### src/rtl/csr_file_pkg.sv
// Shared constants for the machine-mode CSR file: CSR addresses, status/enable
// bit positions and interrupt-controller write-enable bit indices.
package csr_file_pkg;

  localparam logic [11:0] CSR_MSTATUS  = 12'h300;
  localparam logic [11:0] CSR_MIE      = 12'h304;
  localparam logic [11:0] CSR_MTVEC    = 12'h305;
  localparam logic [11:0] CSR_MSCRATCH = 12'h340;
  localparam logic [11:0] CSR_MEPC     = 12'h341;
  localparam logic [11:0] CSR_MCAUSE   = 12'h342;
  localparam logic [11:0] CSR_MIP      = 12'h344;
  localparam logic [11:0] CSR_MCYCLE   = 12'hB00;
  localparam logic [11:0] CSR_MCYCLEH  = 12'hB80;

  localparam int MSTATUS_MIE  = 3;
  localparam int MSTATUS_MPIE = 7;
  localparam int MIE_MTIE     = 7;

  localparam int INT_WE_MSTATUS = 0;
  localparam int INT_WE_MCAUSE  = 1;
  localparam int INT_WE_MEPC    = 2;

endpackage

### src/rtl/csr_cycle_counter.sv
// Free-running 2*DW-bit cycle counter with independently writable halves.
// Any half-write freezes the whole counter for that cycle.
module csr_cycle_counter #(
  parameter int DW = 16
) (
  input  logic            clk,
  input  logic            rst_n,
  input  logic            we_lo,
  input  logic            we_hi,
  input  logic [DW-1:0]   wdata,
  output logic [2*DW-1:0] count
);

  localparam logic [2*DW-1:0] ONE = {{(2*DW-1){1'b0}}, 1'b1};

  logic [2*DW-1:0] r_count;

  // Full-width add so the low-to-high carry lands in the same cycle.
  always_ff @(posedge clk or negedge rst_n) begin
    if (!rst_n) begin
      r_count <= '0;
    end else if (we_lo || we_hi) begin
      if (we_lo) r_count[DW-1:0]    <= wdata;
      if (we_hi) r_count[2*DW-1:DW] <= wdata;
    end else begin
      r_count <= r_count + ONE;
    end
  end

  assign count = r_count;

endmodule

### src/rtl/csr_file.sv
// Machine-mode CSR file: EX-stage CSR read/write port, interrupt-controller
// entry/return write port, and a 32-bit cycle counter.
module csr_file
  import csr_file_pkg::*;
#(
  parameter int             DW          = 16,
  parameter int             AW          = 12,
  parameter logic [DW-1:0]  MTVEC_RST   = 16'h0010,
  parameter logic [DW-1:0]  MSTATUS_RST = 16'h0000
) (
  input  logic          clk,
  input  logic          rst_n,
  input  logic          ex_we,
  input  logic [AW-1:0] ex_waddr,
  input  logic [DW-1:0] ex_wdata,
  input  logic [AW-1:0] ex_raddr,
  output logic [DW-1:0] ex_rdata,
  input  logic [2:0]    int_we,
  input  logic [DW-1:0] int_mepc,
  input  logic [DW-1:0] int_mcause,
  input  logic [DW-1:0] int_mstatus,
  input  logic [7:0]    int_flag,
  output logic [DW-1:0] csr_mtvec,
  output logic [DW-1:0] csr_mepc,
  output logic [DW-1:0] csr_mstatus,
  output logic          global_int_en
);

  logic [DW-1:0] r_mstatus;
  logic [DW-1:0] r_mie;
  logic [DW-1:0] r_mtvec;
  logic [DW-1:0] r_mscratch;
  logic [DW-1:0] r_mepc;
  logic [DW-1:0] r_mcause;

  logic          w_ex_mstatus;
  logic          w_ex_mie;
  logic          w_ex_mtvec;
  logic          w_ex_mscratch;
  logic          w_ex_mepc;
  logic          w_ex_mcause;
  logic          w_ex_mcycle;
  logic          w_ex_mcycleh;
  logic [2*DW-1:0] w_mcycle;

  assign w_ex_mstatus  = ex_we && (ex_waddr == AW'(CSR_MSTATUS));
  assign w_ex_mie      = ex_we && (ex_waddr == AW'(CSR_MIE));
  assign w_ex_mtvec    = ex_we && (ex_waddr == AW'(CSR_MTVEC));
  assign w_ex_mscratch = ex_we && (ex_waddr == AW'(CSR_MSCRATCH));
  assign w_ex_mepc     = ex_we && (ex_waddr == AW'(CSR_MEPC));
  assign w_ex_mcause   = ex_we && (ex_waddr == AW'(CSR_MCAUSE));
  assign w_ex_mcycle   = ex_we && (ex_waddr == AW'(CSR_MCYCLE));
  assign w_ex_mcycleh  = ex_we && (ex_waddr == AW'(CSR_MCYCLEH));

  // Interrupt-controller writes take priority per CSR; EX writes elsewhere proceed.
  always_ff @(posedge clk or negedge rst_n) begin
    if (!rst_n) begin
      r_mstatus  <= MSTATUS_RST;
      r_mie      <= '0;
      r_mtvec    <= MTVEC_RST;
      r_mscratch <= '0;
      r_mepc     <= '0;
      r_mcause   <= '0;
    end else begin
      if (int_we[INT_WE_MSTATUS]) r_mstatus <= int_mstatus;
      else if (w_ex_mstatus)      r_mstatus <= ex_wdata;

      if (int_we[INT_WE_MEPC])    r_mepc <= int_mepc;
      else if (w_ex_mepc)         r_mepc <= ex_wdata;

      if (int_we[INT_WE_MCAUSE])  r_mcause <= int_mcause;
      else if (w_ex_mcause)       r_mcause <= ex_wdata;

      if (w_ex_mie)      r_mie      <= ex_wdata;
      if (w_ex_mtvec)    r_mtvec    <= ex_wdata;
      if (w_ex_mscratch) r_mscratch <= ex_wdata;
    end
  end

  csr_cycle_counter #(
    .DW (DW)
  ) u_cycle_counter (
    .clk   (clk),
    .rst_n (rst_n),
    .we_lo (w_ex_mcycle),
    .we_hi (w_ex_mcycleh),
    .wdata (ex_wdata),
    .count (w_mcycle)
  );

  always_comb begin
    ex_rdata = '0;
    case (ex_raddr)
      AW'(CSR_MSTATUS):  ex_rdata = r_mstatus;
      AW'(CSR_MIE):      ex_rdata = r_mie;
      AW'(CSR_MTVEC):    ex_rdata = r_mtvec;
      AW'(CSR_MSCRATCH): ex_rdata = r_mscratch;
      AW'(CSR_MEPC):     ex_rdata = r_mepc;
      AW'(CSR_MCAUSE):   ex_rdata = r_mcause;
      AW'(CSR_MIP):      ex_rdata = DW'(int_flag);
      AW'(CSR_MCYCLE):   ex_rdata = w_mcycle[DW-1:0];
      AW'(CSR_MCYCLEH):  ex_rdata = w_mcycle[2*DW-1:DW];
      default:           ex_rdata = '0;
    endcase
  end

  assign csr_mtvec     = r_mtvec;
  assign csr_mepc      = r_mepc;
  assign csr_mstatus   = r_mstatus;
  assign global_int_en = r_mstatus[MSTATUS_MIE] & r_mie[MIE_MTIE];

endmodule
### config.mk
export PLATFORM = sky130hd
export DESIGN_NAME = csr_file
export DESIGN_NICKNAME = d
export VERILOG_FILES = /design/src/rtl/csr_file_pkg.sv /design/src/rtl/csr_cycle_counter.sv /design/src/rtl/csr_file.sv
export SDC_FILE = /design/constraint.sdc
export NUM_CORES = 1
export LEC_CHECK = 0
export CAP_MARGIN = 15
export CELL_PAD_IN_SITES_DETAIL_PLACEMENT = 1
export CELL_PAD_IN_SITES_GLOBAL_PLACEMENT = 2
export CORE_MARGIN = 5
export CORE_UTILIZATION = 34
export DETAILED_ROUTE_END_ITERATION = 10
export MAX_ROUTING_LAYER = met4
export PLACE_DENSITY_LB_ADDON = 0.3
export SETUP_SLACK_MARGIN = 0.15
export SLEW_MARGIN = 10
export SYNTH_ARGS = -nofsm -noshare
export SYNTH_HDL_FRONTEND = slang
export SYNTH_HIERARCHICAL = 1
export SYNTH_SLANG_ARGS = --single-unit
### constraint.sdc
create_clock -name clk -period 7.9 [get_ports clk]
set_input_delay 2.37 -clock clk [delete_from_list [all_inputs] [get_ports clk]]
set_output_delay 2.37 -clock clk [all_outputs]
set_load 0.1 [all_outputs]
==> results of run 1 <==
## worst reg2reg max path, stage by stage (launching register included)
cell and delay [ns]:
dfrtp_1 0.48, ha_1 0.31, nand3_1 0.12, or4_4 0.56
or4_1 0.55, a31oi_1 0.19
## layout make-up
type	instances	area [sq um]	area share, %
sequential	128	3204	31.98
inverter	6	22.52	0.2248
clock inverter	14	145.1	1.449
multi-input combinational	557	3904	38.97
clock buffer	18	429.2	4.284
tap	275	344.1	3.434
timing repair buffer	186	1969	19.66
## logic make-up (layout without fill, tap and decap cells)
kind of cell             count (synthesis)  after routing  synth area share [%]
adder cells (fa/ha/maj)                  1              1                0.1706
multiplexers                           105            105                 15.73
buffers and inverters                   55            224                 3.139
flip-flops                             128            128                 43.70
AND/OR/NAND/NOR                        243            243                 18.56
XOR/XNOR                                13             13                 1.553
AO/OA/AOI/OAI                          195            195                 17.15
## worst min path at each step
stage / start / endpoint
2_1_floorplan: r_mscratch[5] / r_mscratch[5]
3_3_place_gp: r_mscratch[5] / r_mscratch[5]
3_5_place_dp: r_mie[1] / r_mie[1]
4_1_cts: r_mscratch[1] / r_mscratch[1]
5_1_grt: r_mscratch[2] / r_mscratch[2]
6_report: r_mscratch[1] / r_mscratch[1]
## metrics by stage
step	hold slack [ns]	setup WS [ns]
floorplan	0.4737	0.2024
global placement	0.4843	0.6543
detailed placement	0.4953	0.6441
CTS	0.5088	0.6391
global route	0.5250	0.4996
finish	0.5073	0.5800
## where the power goes
| group | total, mW | internal (mW) | switching [mW] |
|---|---|---|---|
| combinational | 0.361 | 0.129 | 0.232 |
| sequential | 0.760 | 0.696 | 0.0641 |
| clock | 0.780 | 0.443 | 0.336 |
## flip-flops by register name, summed over array words and instances, names as in the netlist
register	flops
csr_mepc	16
csr_mstatus	16
csr_mtvec	16
r_mcause	16
r_mie	16
r_mscratch	16
u_cycle_counter/count	32
## cell usage after synthesis, types with 3 or more instances
| master | instances | share of area (%) |
|---|---|---|
| nor3_1 | 11 | 0.75 |
| a31oi_1 | 50 | 4.3 |
| nor2_1 | 35 | 1.8 |
| mux2i_1 | 23 | 3.1 |
| a221o_1 | 9 | 1.2 |
| or2_2 | 6 | 0.51 |
| and4b_1 | 3 | 0.41 |
| a22o_1 | 9 | 1.1 |
| nand2b_1 | 3 | 0.26 |
| buf_1 | 4 | 0.20 |
| clkbuf_1 | 38 | 1.9 |
| or4_1 | 10 | 1.0 |
| mux2_2 | 82 | 13 |
| nand4_1 | 8 | 0.68 |
| a21oi_1 | 39 | 2.7 |
| dfrtp_1 | 127 | 43 |
| nand3_1 | 9 | 0.61 |
| nor4_1 | 5 | 0.43 |
| a22oi_1 | 18 | 1.8 |
| o31ai_1 | 8 | 0.82 |
| o21ai_0 | 37 | 2.5 |
| xnor2_1 | 9 | 1.1 |
| buf_2 | 4 | 0.27 |
| or4_4 | 3 | 0.46 |
| xor2_1 | 4 | 0.48 |
| or3_1 | 8 | 0.68 |
| a221oi_1 | 3 | 0.36 |
| nand3b_1 | 3 | 0.31 |
| nand2_1 | 76 | 3.9 |
| inv_1 | 6 | 0.31 |
| or3_2 | 3 | 0.31 |
| o22ai_1 | 9 | 0.77 |
| nor2b_1 | 35 | 3.0 |
## per-layer routing
| metal | track usage (%) | part of all wire, % |
|---|---|---|
| met4 | 9.628 | 3.3 |
| met2 | 40.72 | 48 |
| met5 | - | 0 |
| met3 | 3.567 | 4.2 |
| met1 | 33.53 | 45 |
==> flow_summary.json, run 1 <==
{
  "drc": 0,
  "first_pass_iters": 5,
  "hpwl_microns": 22720,
  "period_minus_slack_ns": 7.320,
  "vias": 6881,
  "port_buffers": 166,
  "grt_max_degree": 66,
  "rsz0062_at_grt": "false",
  "gr-usage-all-layers_pct": 25.68,
  "die_x_microns": 156.9,
  "slew_headroom_pct": 33.64,
  "rows": 53,
  "nFillCells": 2322,
  "finish.instance_area_sq_mm": 0.01002,
  "crit_end": "ex_rdata[13]",
  "crit_path_start": "ex_raddr[7]",
  "syn_avg_cell_area_sq_um": 9.910,
  "total_leakage_power_nw": 4.050,
  "final_common_cell": "clkdlybuf4s50_1",
  "wire_per_inst_microns": 25.89,
  "synthDistinctLibCells": 67,
  "grt-ovfl-total": 0,
  "cts_tree": "done",
  "r2r_cells": 5,
  "ys_seq_area_share_pct": 43.70,
  "area_delta_synth_final_pct": 36.62,
  "finalMaxSlewViolations": 0,
  "fp.dieH_microns": 156.9,
  "hold_depth": 1,
  "peakVddDrop_v": 0.0001232,
  "status": "finished clean",
  "final_cell_mix": "149 x clkdlybuf4s50_1, 127 x dfrtp_1, 82 x mux2_2",
  "tns_ns": 0,
  "insertion_delay_ns": 0.43,
  "synthArstFlopShare_pct": 100.0,
  "path_clk_slew_ns": 0.06,
  "power_mw": 1.901,
  "critPathKind": "in2out",
  "synth-edff-count": 0,
  "syn_area_sq_mm": 0.007333,
  "cap_viol_max_count": 0,
  "worstSetupPathDepth": 7,
  "antenna_found_initial": 2,
  "ys.flop_type": "dfrtp_1",
  "cp_common_cell": "or2_1",
  "placed_area_sq_mm": 0.009444,
  "antenna_cells": 0,
  "slowest_stage": "or4b_1",
  "fin_util_pct": 47.36,
  "crit_path_cell_trace": "clkdlybuf4s50_1, or4b_1, or2_1, or2_1, o22ai_1, a221o_1, buf_12",
  "cts_buffer_depth": 2,
  "die-area_sq_mm": 0.02461,
  "start_util_pct": 34.67,
  "setup_viol": 0,
  "finalHoldViolCount": 0,
  "cp-start-kind": "input port",
  "powerDensity_mw_per_mm2": 189.8,
  "layout-drive-gt1-share_pct": 18.92,
  "hold_buffers": 0,
  "core-area_sq_mm": 0.02115,
  "cp_data_required_time_ns": 5.53,
  "antenna_left": 0,
  "layout.nets": 999,
  "clock_skew_ns": 0.01059,
  "synth-seq-cells": 128,
  "tightestPinTransition_ns": 0.9923,
  "fmax_mhz": 136.6,
  "clock_sinks": 128,
  "grt_first_pass_wirelength_microns": 45770,
  "crit_buf_inv": 2,
  "first_global_vias": 7463,
  "cpLargestDelayFamily": "simple AND/OR/NAND/NOR gates",
  "min_period_over_period_pct": 92.66,
  "r2r_end": "u_cycle_counter/count[28]",
  "cts_resized": 0,
  "cts_setup_buffers": 0,
  "syn_inst": 740,
  "synth.net_count": 843,
  "dpl.cell_count": 1152,
  "end_kind": "primary output",
  "cts_made_buffers": 17,
  "place_congestion": 0.9485,
  "crit_arrival_ns": 4.95,
  "regToRegStartpoint": "u_cycle_counter/count[0]",
  "vias_per_cell": 5.812,
  "layout.cells.non_filler": 1184,
  "max_stage_delay_ns": 0.65,
  "r2r_slack_ns": 5.60,
  "drtIter0Drc": 369,
  "worstPathMaxFanout": 8,
  "cts_root_buf": "clkbuf_16",
  "synth_warnings": 6,
  "routed_wirelength_microns": 30660,
  "min_path_type": "reg2reg",
  "cts_max_level": 4,
  "pin_count": 167
}
No activity file was read; power rests on OpenSTA's default activity.
==> run 2: changes to the inputs <==
--- a/config.mk
+++ b/config.mk
@@ -10,6 +10,7 @@
 export CELL_PAD_IN_SITES_GLOBAL_PLACEMENT = 2
 export CORE_MARGIN = 5
 export CORE_UTILIZATION = 34
+export CTS_CLUSTER_SIZE = 40
 export DETAILED_ROUTE_END_ITERATION = 10
 export MAX_ROUTING_LAYER = met4
 export PLACE_DENSITY_LB_ADDON = 0.3
==> results of run 2 <==
Final layout, timing and power as in run 1 (identical DEF).
==> run 3: changes to the inputs <==
--- a/config.mk
+++ b/config.mk
@@ -18,5 +18,4 @@
 export SLEW_MARGIN = 10
 export SYNTH_ARGS = -nofsm -noshare
 export SYNTH_HDL_FRONTEND = slang
-export SYNTH_HIERARCHICAL = 1
 export SYNTH_SLANG_ARGS = --single-unit
==> flow_summary.json, run 3 <==
{
  "layout-drive-gt1-share_pct": 13.22,
  "grt_first_pass_wirelength_microns": 44290,
  "rsz0062_at_grt": "false",
  "cts_setup_buffers": 0,
  "place_congestion": 0.9377,
  "synthArstFlopShare_pct": 100.0,
  "grt_max_degree": 70,
  "crit_path_cell_trace": "clkdlybuf4s50_1, buf_4, and4bb_1, nand4b_1, nor2_2, a222oi_1, o211ai_1, buf_12",
  "cts_root_buf": "clkbuf_16",
  "regToRegStartpoint": "u_cycle_counter.count[11]",
  "first_global_vias": 7353,
  "first_pass_iters": 5,
  "grt_busiest_layer": "met2",
  "dpl.cell_count": 1128,
  "min_period_over_period_pct": 93.45,
  "synth-edff-count": 0,
  "cts_resized": 0,
  "cts_max_level": 4,
  "hold_buffers": 0,
  "worstPathMaxFanout": 11,
  "hold_depth": 1,
  "fin_util_pct": 47.14,
  "total_leakage_power_nw": 4.272,
  "final_common_cell": "clkdlybuf4s50_1",
  "crit_arrival_ns": 5.01,
  "rows": 53,
  "end_kind": "primary output",
  "cap_viol_max_count": 0,
  "critPathKind": "in2out",
  "syn_area_sq_mm": 0.007231,
  "drtIter0Drc": 506,
  "status": "finished clean",
  "gr-usage-met2_pct": 38.88,
  "period_minus_slack_ns": 7.382,
  "start_util_pct": 34.51,
  "syn_avg_cell_area_sq_um": 10.16,
  "layout.cells.non_filler": 1161,
  "cts_made_buffers": 17,
  "antenna_left": 0,
  "finalHoldViolCount": 0,
  "min_path_type": "reg2reg",
  "synth-seq-cells": 128,
  "routed_wirelength_microns": 28320,
  "insertion_delay_ns": 0.43,
  "port_buffers": 166,
  "holdWs_ns": 0.4924,
  "powerDensity_mw_per_mm2": 186.9,
  "vias_per_cell": 5.867,
  "slew_headroom_pct": 19.66,
  "setup_viol": 0,
  "r2r_cells": 5,
  "vias": 6812,
  "layout.nets": 975,
  "holdPathEnd": "r_mie[6]",
  "cp_data_required_time_ns": 5.53,
  "die_x_microns": 155.8,
  "ys_seq_area_share_pct": 44.32,
  "ys.flop_type": "dfrtp_1",
  "hold_start": "r_mie[6]",
  "peakVddDrop_v": 0.0001461,
  "syn_inst": 712,
  "area_delta_synth_final_pct": 36.62,
  "r2r_slack_ns": 5.57,
  "largest_reg_flops": 32,
  "clock_skew_ns": 0.006730,
  "fp.dieH_microns": 155.8,
  "synthDistinctLibCells": 66,
  "wire_per_inst_microns": 24.39,
  "met3_usage_pct": 3.800,
  "pin_count": 167,
  "core-area_sq_mm": 0.02096,
  "synth_area_leaders": "dfrtp_1 44%, mux2i_1 11%, mux2_2 5.3%",
  "tightestPinTransition_ns": 1.201,
  "max_stage_delay_ns": 0.59,
  "antenna_found_initial": 1,
  "gr-usage-all-layers_pct": 24.36,
  "tns_ns": 0,
  "yosys.cell_count.top_type": "dfrtp_1",
  "synth.top_cell.area_share_pct": 43.95,
  "r2r_end": "u_cycle_counter.count[30]",
  "slowest_stage": "nor2_2",
  "drc": 0,
  "fmax_mhz": 135.5,
  "cp-start-kind": "input port",
  "grt.met1_usage_pct": 31.79,
  "synth_top_area_cell": "dfrtp_1",
  "path_clk_slew_ns": 0.06,
  "synth.net_count": 815,
  "grt-ovfl-total": 0,
  "cts_tree": "done",
  "clock_sinks": 128,
  "synth_warnings": 0,
  "die-area_sq_mm": 0.02428,
  "hpwl_microns": 20940,
  "finalMaxSlewViolations": 0,
  "final_cell_mix": "148 x clkdlybuf4s50_1, 127 x dfrtp_1, 82 x nand2_1",
  "cts_buffer_depth": 2,
  "synth_common_cells": "127 x dfrtp_1, 82 x nand2_1, 78 x mux2i_1, 35 x nor2_1, 34 x mux2_2"
}
## run 3: cell types whose count changed after synthesis, moves of 21 or more
cell / before / now
a21oi_1: 39 / 18
a31oi_1: 50 / 2
mux2_2: 82 / 34
mux2i_1: 23 / 78
nor2b_1: 35 / 5
o21ai_1: 0 / 31
## run 3: report_power, final
| part | internal [mW] | switching [mW] | leakage (nW) | total [mW] |
|---|---|---|---|---|
| registers | 0.699 | 0.0596 | 1.66 | 0.759 |
| clock network | 0.414 | 0.323 | 0.261 | 0.737 |
| logic | 0.118 | 0.233 | 2.36 | 0.351 |
| total | 1.23 | 0.615 | 4.27 | 1.85 |
## run 3: metal layers
metal / share of wire [%] / wire length, microns
met5: 0 / 0
met3: 5.9 / 1662
met2: 49 / 13950
met1: 43 / 12080
met4: 2.2 / 627
## run 3: how the worst max path moves through the flow
stage	from	to	slack (ns)	cells after the start
final	ex_raddr[6]	ex_rdata[13]	0.52	8
after detailed placement	ex_raddr[6]	ex_rdata[13]	0.58	8
after CTS	ex_raddr[6]	ex_rdata[13]	0.57	8
after floorplan	ex_raddr[6]	ex_rdata[13]	0.77	5
after global routing	ex_raddr[6]	ex_rdata[8]	0.42	8
after global placement	ex_raddr[6]	ex_rdata[13]	0.68	8
## run 3: metrics by stage
step,cell area (sq um),total power [mW],setup slack [ns]
after floorplan,7231,0.9580,0.7733
after global placement,9331,1.113,0.6791
after detailed placement,9331,1.122,0.5791
after CTS,9881,1.861,0.5657
after global routing,9878,1.916,0.4228
final,9878,1.847,0.5176
## run 3: worst max-delay path: cells and delay by family
family	cells	cell delay, ns
AND/OR/NAND/NOR	3	1.37
buffers and inverters	3	0.83
AO/OA/AOI/OAI	2	0.43
## run 3: final cells by class
| type | count | area [sq um] |
|---|---|---|
| flip-flops and latches | 128 | 3204 |
| clock buffers | 19 | 442.9 |
| inverters | 11 | 41.29 |
| diodes | 1 | 2.502 |
| well taps | 275 | 344.1 |
| multi-input cells | 533 | 3810 |
| fillers | 2324 | 11080 |
| clock inverters | 13 | 106.4 |
| repair buffers | 181 | 1927 |
## run 3: cell families (layout without fill, tap and decap cells)
logic type / Yosys count / in the layout / share of synthesized area (%)
AOI/OAI and AO/OA: 173 / 173 / 16.04
buffers and inverters: 51 / 224 / 3.045
other: 0 / 1 / 0
adders and majority gates: 1 / 1 / 0.1730
muxes: 132 / 132 / 19.21
and+or+nand+nor: 227 / 227 / 17.22
DFF: 128 / 128 / 44.32
